## config.mk

```make
export PLATFORM = sky130hd
export DESIGN_NAME = rvfi_trace_buffer
export DESIGN_NICKNAME = d
export VERILOG_FILES = /design/src/rtl/rvfi_trace_buffer.sv
export SDC_FILE = /design/constraint.sdc
export NUM_CORES = 1
export LEC_CHECK = 0
export BUFFER_PORTS_ARGS = -buffer_cell sky130_fd_sc_hd__buf_4
export CAP_MARGIN = 15
export CORE_MARGIN = 2
export CORE_UTILIZATION = 30
export CTS_BUF_LIST = sky130_fd_sc_hd__clkbuf_8 sky130_fd_sc_hd__clkbuf_16
export CTS_CLUSTER_DIAMETER = 60
export DETAILED_ROUTE_END_ITERATION = 10
export GPL_ROUTABILITY_DRIVEN = 0
export PLACE_DENSITY_LB_ADDON = 0.12
export SYNTH_ARGS = -nofsm -noshare
export SYNTH_HDL_FRONTEND = slang
export SYNTH_SLANG_ARGS = --single-unit
export TNS_END_PERCENT = 10
```

## constraint.sdc

```tcl
create_clock -name clk -period 37 [get_ports clk]
set_input_delay 7.4 -clock clk [delete_from_list [all_inputs] [get_ports clk]]
set_output_delay 7.4 -clock clk [all_outputs]
set_load 0.01 [all_outputs]
```

## src/rtl/rvfi_trace_buffer.sv

```systemverilog
// rvfi_trace_buffer
// Tags every retired instruction from the RVFI port with a 64-bit order
// number and queues it in a small FIFO. A downstream consumer drains the
// FIFO over a valid/ready handshake. When HALT_INSN retires, the halted flag
// sets and further retirements are ignored. The FIFO keeps draining until it
// is empty.
//
// Optional build macro: RVFI_TRACE_TIMESTAMP_EN
//   When defined, a free-running 32-bit cycle counter is added. Each record
//   stores the counter value from its push cycle, and the output out_cycle
//   presents that value for the head record.
//
// DEPTH must be a power of two and at least 2.

module rvfi_trace_buffer #(
    parameter int unsigned DEPTH     = 8,
    parameter logic [31:0] HALT_INSN = 32'h0010_0073
) (
    input  logic                     clk,
    input  logic                     reset_n,
    input  logic                     in_valid,
    input  logic [31:0]              in_insn,
    input  logic [31:0]              in_pc,
    input  logic [4:0]               in_rd_addr,
    input  logic [31:0]              in_rd_wdata,
    output logic                     out_valid,
    input  logic                     out_ready,
    output logic [63:0]              out_order,
    output logic [31:0]              out_insn,
    output logic [31:0]              out_pc,
    output logic [4:0]               out_rd_addr,
    output logic [31:0]              out_rd_wdata,
    output logic [$clog2(DEPTH):0]   count,
    output logic                     overflow,
    output logic                     halted
`ifdef RVFI_TRACE_TIMESTAMP_EN
    ,
    output logic [31:0]              out_cycle
`endif
);

    localparam int unsigned AW = $clog2(DEPTH);

    typedef struct packed {
        logic [63:0] order;
        logic [31:0] insn;
        logic [31:0] pc;
        logic [4:0]  rd_addr;
        logic [31:0] rd_wdata;
`ifdef RVFI_TRACE_TIMESTAMP_EN
        logic [31:0] cycle;
`endif
    } rec_t;

    localparam logic [AW:0] ONE = {{AW{1'b0}}, 1'b1};

    rec_t        mem_q [DEPTH];
    logic [AW:0] wr_ptr_q, wr_ptr_d;
    logic [AW:0] rd_ptr_q, rd_ptr_d;
    logic [AW:0] count_q, count_d;
    logic [63:0] order_q, order_d;
    logic        overflow_q, overflow_d;
    logic        halted_q, halted_d;
`ifdef RVFI_TRACE_TIMESTAMP_EN
    logic [31:0] cycle_q;
`endif

    logic        accept;
    logic        full;
    logic        empty;
    logic        push;
    logic        pop;
    rec_t        wr_rec;
    rec_t        head;

    // Handshake decode. Full and empty come from the pointers; the extra
    // pointer MSB separates the two cases when the indices are equal. A pop
    // frees the head slot in the same cycle, so a full FIFO can still accept
    // a record when a pop happens.
    always_comb begin
        empty  = (wr_ptr_q == rd_ptr_q);
        full   = (wr_ptr_q[AW] != rd_ptr_q[AW]) &&
                 (wr_ptr_q[AW-1:0] == rd_ptr_q[AW-1:0]);
        accept = in_valid && !halted_q;
        pop    = !empty && out_ready;
        push   = accept && (!full || pop);
    end

    // Build the record that an accepted retirement would write.
    always_comb begin
        wr_rec          = '0;
        wr_rec.order    = order_q;
        wr_rec.insn     = in_insn;
        wr_rec.pc       = in_pc;
        wr_rec.rd_addr  = in_rd_addr;
        wr_rec.rd_wdata = in_rd_wdata;
`ifdef RVFI_TRACE_TIMESTAMP_EN
        wr_rec.cycle    = cycle_q;
`endif
    end

    // Next-state logic for the pointers, occupancy, order counter and sticky flags.
    always_comb begin
        wr_ptr_d   = wr_ptr_q;
        rd_ptr_d   = rd_ptr_q;
        count_d    = count_q;
        order_d    = order_q;
        overflow_d = overflow_q;
        halted_d   = halted_q;

        if (push) wr_ptr_d = wr_ptr_q + ONE;
        if (pop)  rd_ptr_d = rd_ptr_q + ONE;

        case ({push, pop})
            2'b10:   count_d = count_q + ONE;
            2'b01:   count_d = count_q - ONE;
            default: count_d = count_q;
        endcase

        // A dropped record still uses an order number, so the gap in the
        // sequence shows where records were lost.
        if (accept) begin
            order_d = order_q + 64'd1;
            if (!push)               overflow_d = 1'b1;
            if (in_insn == HALT_INSN) halted_d  = 1'b1;
        end
    end

    // Control registers.
    always_ff @(posedge clk or negedge reset_n) begin
        if (!reset_n) begin
            wr_ptr_q   <= '0;
            rd_ptr_q   <= '0;
            count_q    <= '0;
            order_q    <= '0;
            overflow_q <= 1'b0;
            halted_q   <= 1'b0;
        end else begin
            wr_ptr_q   <= wr_ptr_d;
            rd_ptr_q   <= rd_ptr_d;
            count_q    <= count_d;
            order_q    <= order_d;
            overflow_q <= overflow_d;
            halted_q   <= halted_d;
        end
    end

`ifdef RVFI_TRACE_TIMESTAMP_EN
    // Free-running cycle counter used for timestamps. It wraps naturally.
    always_ff @(posedge clk or negedge reset_n) begin
        if (!reset_n) cycle_q <= '0;
        else          cycle_q <= cycle_q + 32'd1;
    end
`endif

    // Record storage. Reset clears the pointers, which is enough to discard
    // the contents, so the array itself has no reset. When the FIFO is full,
    // a write lands on the slot being popped in the same cycle.
    always_ff @(posedge clk) begin
        if (push) mem_q[wr_ptr_q[AW-1:0]] <= wr_rec;
    end

    // The head record comes straight from storage. It stays stable until it
    // is popped. All payload outputs are forced to zero when the FIFO is empty.
    always_comb begin
        head = '0;
        if (!empty) head = mem_q[rd_ptr_q[AW-1:0]];
    end

    // Output assignments.
    always_comb begin
        out_valid    = (count_q != '0);
        out_order    = head.order;
        out_insn     = head.insn;
        out_pc       = head.pc;
        out_rd_addr  = head.rd_addr;
        out_rd_wdata = head.rd_wdata;
        count        = count_q;
        overflow     = overflow_q;
        halted       = halted_q;
`ifdef RVFI_TRACE_TIMESTAMP_EN
        out_cycle    = head.cycle;
`endif
    end

endmodule

```

* Yosys cells after proc, flatten, opt, wreduce, memory -nomap -nowiden
Memories as Yosys holds them, arrays and structs flattened. Index checks and enable logic that the tools add are counted.
Cells by class: $add $sub $neg 5, bitwise gates (word level) 1, mux-type cells 4, reductions and logical operators 12, equal/unequal tests 6
Operators by type and width (number):
- $mux W165 | 1
- $add A64 B1 Y64 const B | 1
- $eq A32 B21 Y1 const B | 1
- $add A4 B1 Y4 const B | 3
- $pmux W4 S2 | 1
- $eq A4 B4 Y1 | 1
- $logic_and A1 B1 Y1 | 4
- $reduce_and A2 Y1 | 2
- $reduce_bool A4 Y1 | 1
- $sub A4 B1 Y4 const B | 1
- $eq A3 B3 Y1 | 1
- $logic_not A1 Y1 | 3
- $eq A2 B1 Y1 const B | 1
- $eq A2 B2 Y1 const B | 1
- $mux W1 | 2
- $reduce_bool A2 Y1 | 1
- $logic_or A1 B1 Y1 | 1
- $ne A1 B1 Y1 | 1
- $not A1 Y1 | 1
Word-level totals: output and inout port bits 172, logic and storage cells 35, memories kept 1, input bits 105, bits in writable memories 1320, register bits 78
Memories:
- mem_q | words 8, width 165, read ports 1, clocked after memory_dff 0, write ports 1, RTL line 57 | rec_t mem_q [DEPTH];

* Longest topological paths before layout
word-level depth 7, gate-level depth with buffers 11, depth with buffers taken out 10

* Least setup slack after synthesis
No wires, ideal clock.
path kind input -> register, start point input in_valid, end point memory mem_q[0][0] in the netlist's numbering (enable), stages 4, setup time 1.093 ns, data required time 35.907 ns, slack 12.484 ns, arrival 23.423 ns, buffers on the path 1, cells stage by stage nor2b_1 clkbuf_1 nand2_1 nor4_1
On the way: word-level cells in the longest chain between the ends 4
RTL lines:
- from (decl) | RTL line 21 | input logic in_valid,
- $logic_and A1 B1 Y1 | RTL line 84 | accept = in_valid && !halted_q;
- $logic_and A1 B1 Y1 | RTL line 86 | push = accept && (!full || pop);
- $mux W1 | RTL line 160 | if (push) mem_q[wr_ptr_q[AW-1:0]] <= wr_rec;
- $mux W1 (not written as such) | RTL line 160
- to (decl) | RTL line 57
Every way passes these cells.

* Final worst setup path
start point register rd_ptr_q[1], end point output out_order[28]
On the way: word-level cells in the longest chain between the ends 2, elaborated cells on any way between the ends 3, classes of those cells 1 x eq/ne; 1 x mux; 1 x memory
RTL lines:
- from (decl) | RTL line 59 | logic [AW:0] rd_ptr_q, rd_ptr_d;
- from (signal assigned) | RTL line 140 | rd_ptr_q <= rd_ptr_d;
- $mem_v2 Z8 W165 / $eq A4 B4 Y1 (equally long branches)
- $mux W165 * | RTL line 167 | if (!empty) head = mem_q[rd_ptr_q[AW-1:0]];
- to (decl) | RTL line 28 | output logic [63:0] out_order,
Every way passes the cells marked *; elsewhere a longest branch is shown, timed or not.

==> flow_summary.toml <==
[outcome]
status = "finished, final reports clean"

[grt]
grt_pass1_wl_mm = 194
grt_usage_pct = 14.7
grt_pass1_vias = 27700
antenna_found_initial = 6
grt_max_degree = 108
overflow = 0

[critical_path]
crit_slowest_cell = "buf_4"
crit_required_ns = 29.60
rr_startpoint = "rd_ptr_q[0]"
max_stage_delay_ns = 0.86
cpMostUsedCell = "buf_4"
arrival_ns = 5.22
rr_endpoint = "mem_q[3][129]"
crit_type = "flip-flop to output pin"
startpoint_type = "flip-flop"
cp_cell_sequence = "buf_4 -> buf_4 -> buf_4 -> mux4_2 -> mux2i_1 -> nor2_1 -> buf_4"
ff2ff_path_depth = 7
ff2ff_setup_slack_ns = 32.43
end_kind = "output pin"
path_max_fanout = 60

[clocking]
ctsHoldBuffers = 0
post_cts_resized = 0
tritoncts = "done"
cts.htree.levels = 4
root_buffer = "clkbuf_16"
cts_made_buffers = 164
cts_buffer_depth = 3
cts_sinks = 1398
cts_setup_buffers = 0
clk_pin_slew_ns = 0.06
clkLatencyLatePin_ns = 0.80

[placed_design]
dp_hpwl_mm = 71.3
portBuffers = 276
place_area_um2 = 58800

[logic_synthesis]
ys_ff_latch = 1398
yosys_warnings = 0
syn_area_um2 = 53800
ys_seq_area_share_pct = 77.3
async_flop_share_pct = 5.58
netlist.area_leader.share_pct = 73.6
avgSynthCellArea_um2 = 21.7
yosysTopAreaCell = "edfxtp_1"
synth_flop_cell = "edfxtp_1"
syn_nets = 2590
synth_edf_count = 1320
synth_cells = 2479
synth_cell_types = 49
synthTopCellsByArea = "edfxtp_1, mux4_2, dfrtp_1, mux2i_1, nor2_1"

[pwr]
p_leak_nw = 22.0
power.density_nw_per_um2 = 82.7
vdd_ir_drop_max_mv = 0.0506

[min_path]
hold_end = "wr_ptr_q[3]"
min_from = "wr_ptr_q[3]"
min_path_cells = 1
min_path_type = "flip-flop to flip-flop"

[routing]
dr.pass1.iters = 5
wl_mm = 135
drc = 0
vias = 25400
final_antenna_net_count = 0
dr.first_iter.drc_count = 1759
viasPerCell = 4.75
wire_per_inst_um = 25.2

[sta]
period_share_pct = 34.1
clock_skew_ns = 0.0340
fin_crit_ns = 12.62
rsz0062_at_grt = "false"
tns_ns = 0
setup_violations = 0
worstMarginPinSlew_ns = 1.14
hold_viol_final = 0
maxSlewHeadroom_pct = 23.9
slew_viol_final = 0
max_freq_ghz = 0.0792

[layout]
num-nets-final = 2962
area_delta_synth_final_pct = 19.4
layout_common_cells = "edfxtp_1, mux4_2, buf_4"
final_area_um2 = 64200
layout_commonest_cell = "edfxtp_1"
fillCellCount = 16500
drive_above_1_share_pct = 31.3

[floorplanning]
core_um2 = 178000
initial_utilization_pct = 30.2
io_pins = 277
dieHeight_um = 428
die_w_um = 428
fp-row-count = 155
dieArea_um2 = 183000

[run]
cap_violations = 0
## cell type report
cell class	count	area, um2	share of cell area [%]
Sequential cell	1398	41600	64.8
Multi-Input combinational cell	949	11700	18.3
Clock buffer	175	4280	6.66
Tap cell	2355	2950	4.59
Timing Repair Buffer	326	2530	3.94
Clock inverter	123	1090	1.70
Inverter	12	45.0	0.0701
Antenna cell	3	7.51	0.0117
## power breakdown
part | total [mW] | switching, mW | internal [mW]
clock network | 1.57 | 0.649 | 0.925
registers | 2.06 | 0.0920 | 1.97
logic | 1.68 | 0.944 | 0.738
total | 5.31 | 1.68 | 3.63
## critical path: cells and delay by family (launching register included)
family,cells,cell delay (ns)
buffers and inverters,4,2.66
flip-flops,1,0.84
multiplexers,2,0.65
AND/OR/NAND/NOR,1,0.07
## metrics by stage
step / hold WS [ns] / total power [mW] / utilization [%] / std cells / setup slack [ns]
after global placement: 0.517 / 3.84 / 33.0 / 5039 / 24.93
final: 0.529 / 5.31 / 36.0 / 5341 / 24.38
after detailed placement: 0.522 / 3.85 / 33.0 / 5039 / 24.97
after floorplan: 0.498 / 3.13 / - / 2479 / 12.48
after global routing: 0.548 / 5.59 / 36.0 / 5339 / 24.01
after CTS: 0.534 / 5.45 / 36.0 / 5337 / 24.09
## routing by layer
| metal | routed length [um] | global-route usage, % |
|---|---|---|
| met5 | 10 | 0 |
| met2 | 69300 | 25.6 |
| met3 | 4760 | 2.61 |
| met1 | 57700 | 18.7 |
| met4 | 3050 | 4.28 |
## cells in the mapped netlist (2+ instances only)
library cell  count
a21o_1            2
a21oi_1           4
and3_1            5
and4_1            6
buf_1            27
buf_2            42
clkbuf_1         50
dfrtp_1          78
edfxtp_1       1320
ha_1              5
inv_1            12
mux2_2            2
mux2i_1         165
mux4_2          330
nand2_1          34
nand2b_1          4
nand3_1          20
nand4_1          22
nand4_2           3
nor2_1          203
nor2b_1           2
nor3_1           16
nor3_2            6
nor4_1           13
nor4_4            3
o21ai_0           6
or2_2             2
or4_1             2
xnor2_1          32
xor2_1           44
## state kept, by name (all words and copies together), names as in the netlist
name      cells
overflow      1
count         4
order_q      64
mem_q      1320
rd_ptr_q      4
wr_ptr_q      4
halted        1
## cells by family after synthesis
| group | share of synthesized area (%) |
|---|---|
| compound gates | 0.226 |
| xor+xnor | 1.27 |
| fa+ha+maj | 0.153 |
| buf+inv | 1.03 |
| flops | 77.3 |
| mux | 16.9 |
| simple gates | 3.14 |
## how the worst max path moves through the flow
stage	slack, ns	end	cells after the start	from
3_5_place_dp	24.97	out_order[48]	6	rd_ptr_q[0]
3_3_place_gp	24.93	out_order[48]	6	rd_ptr_q[0]
6_report	24.38	out_order[28]	7	rd_ptr_q[1]
2_1_floorplan	12.48	mem_q[0][0]	4	in_valid
4_1_cts	24.09	out_order[48]	6	rd_ptr_q[0]
5_1_grt	24.01	out_order[11]	7	rd_ptr_q[1]
Note: power is estimated with default switching activity, not from simulation.
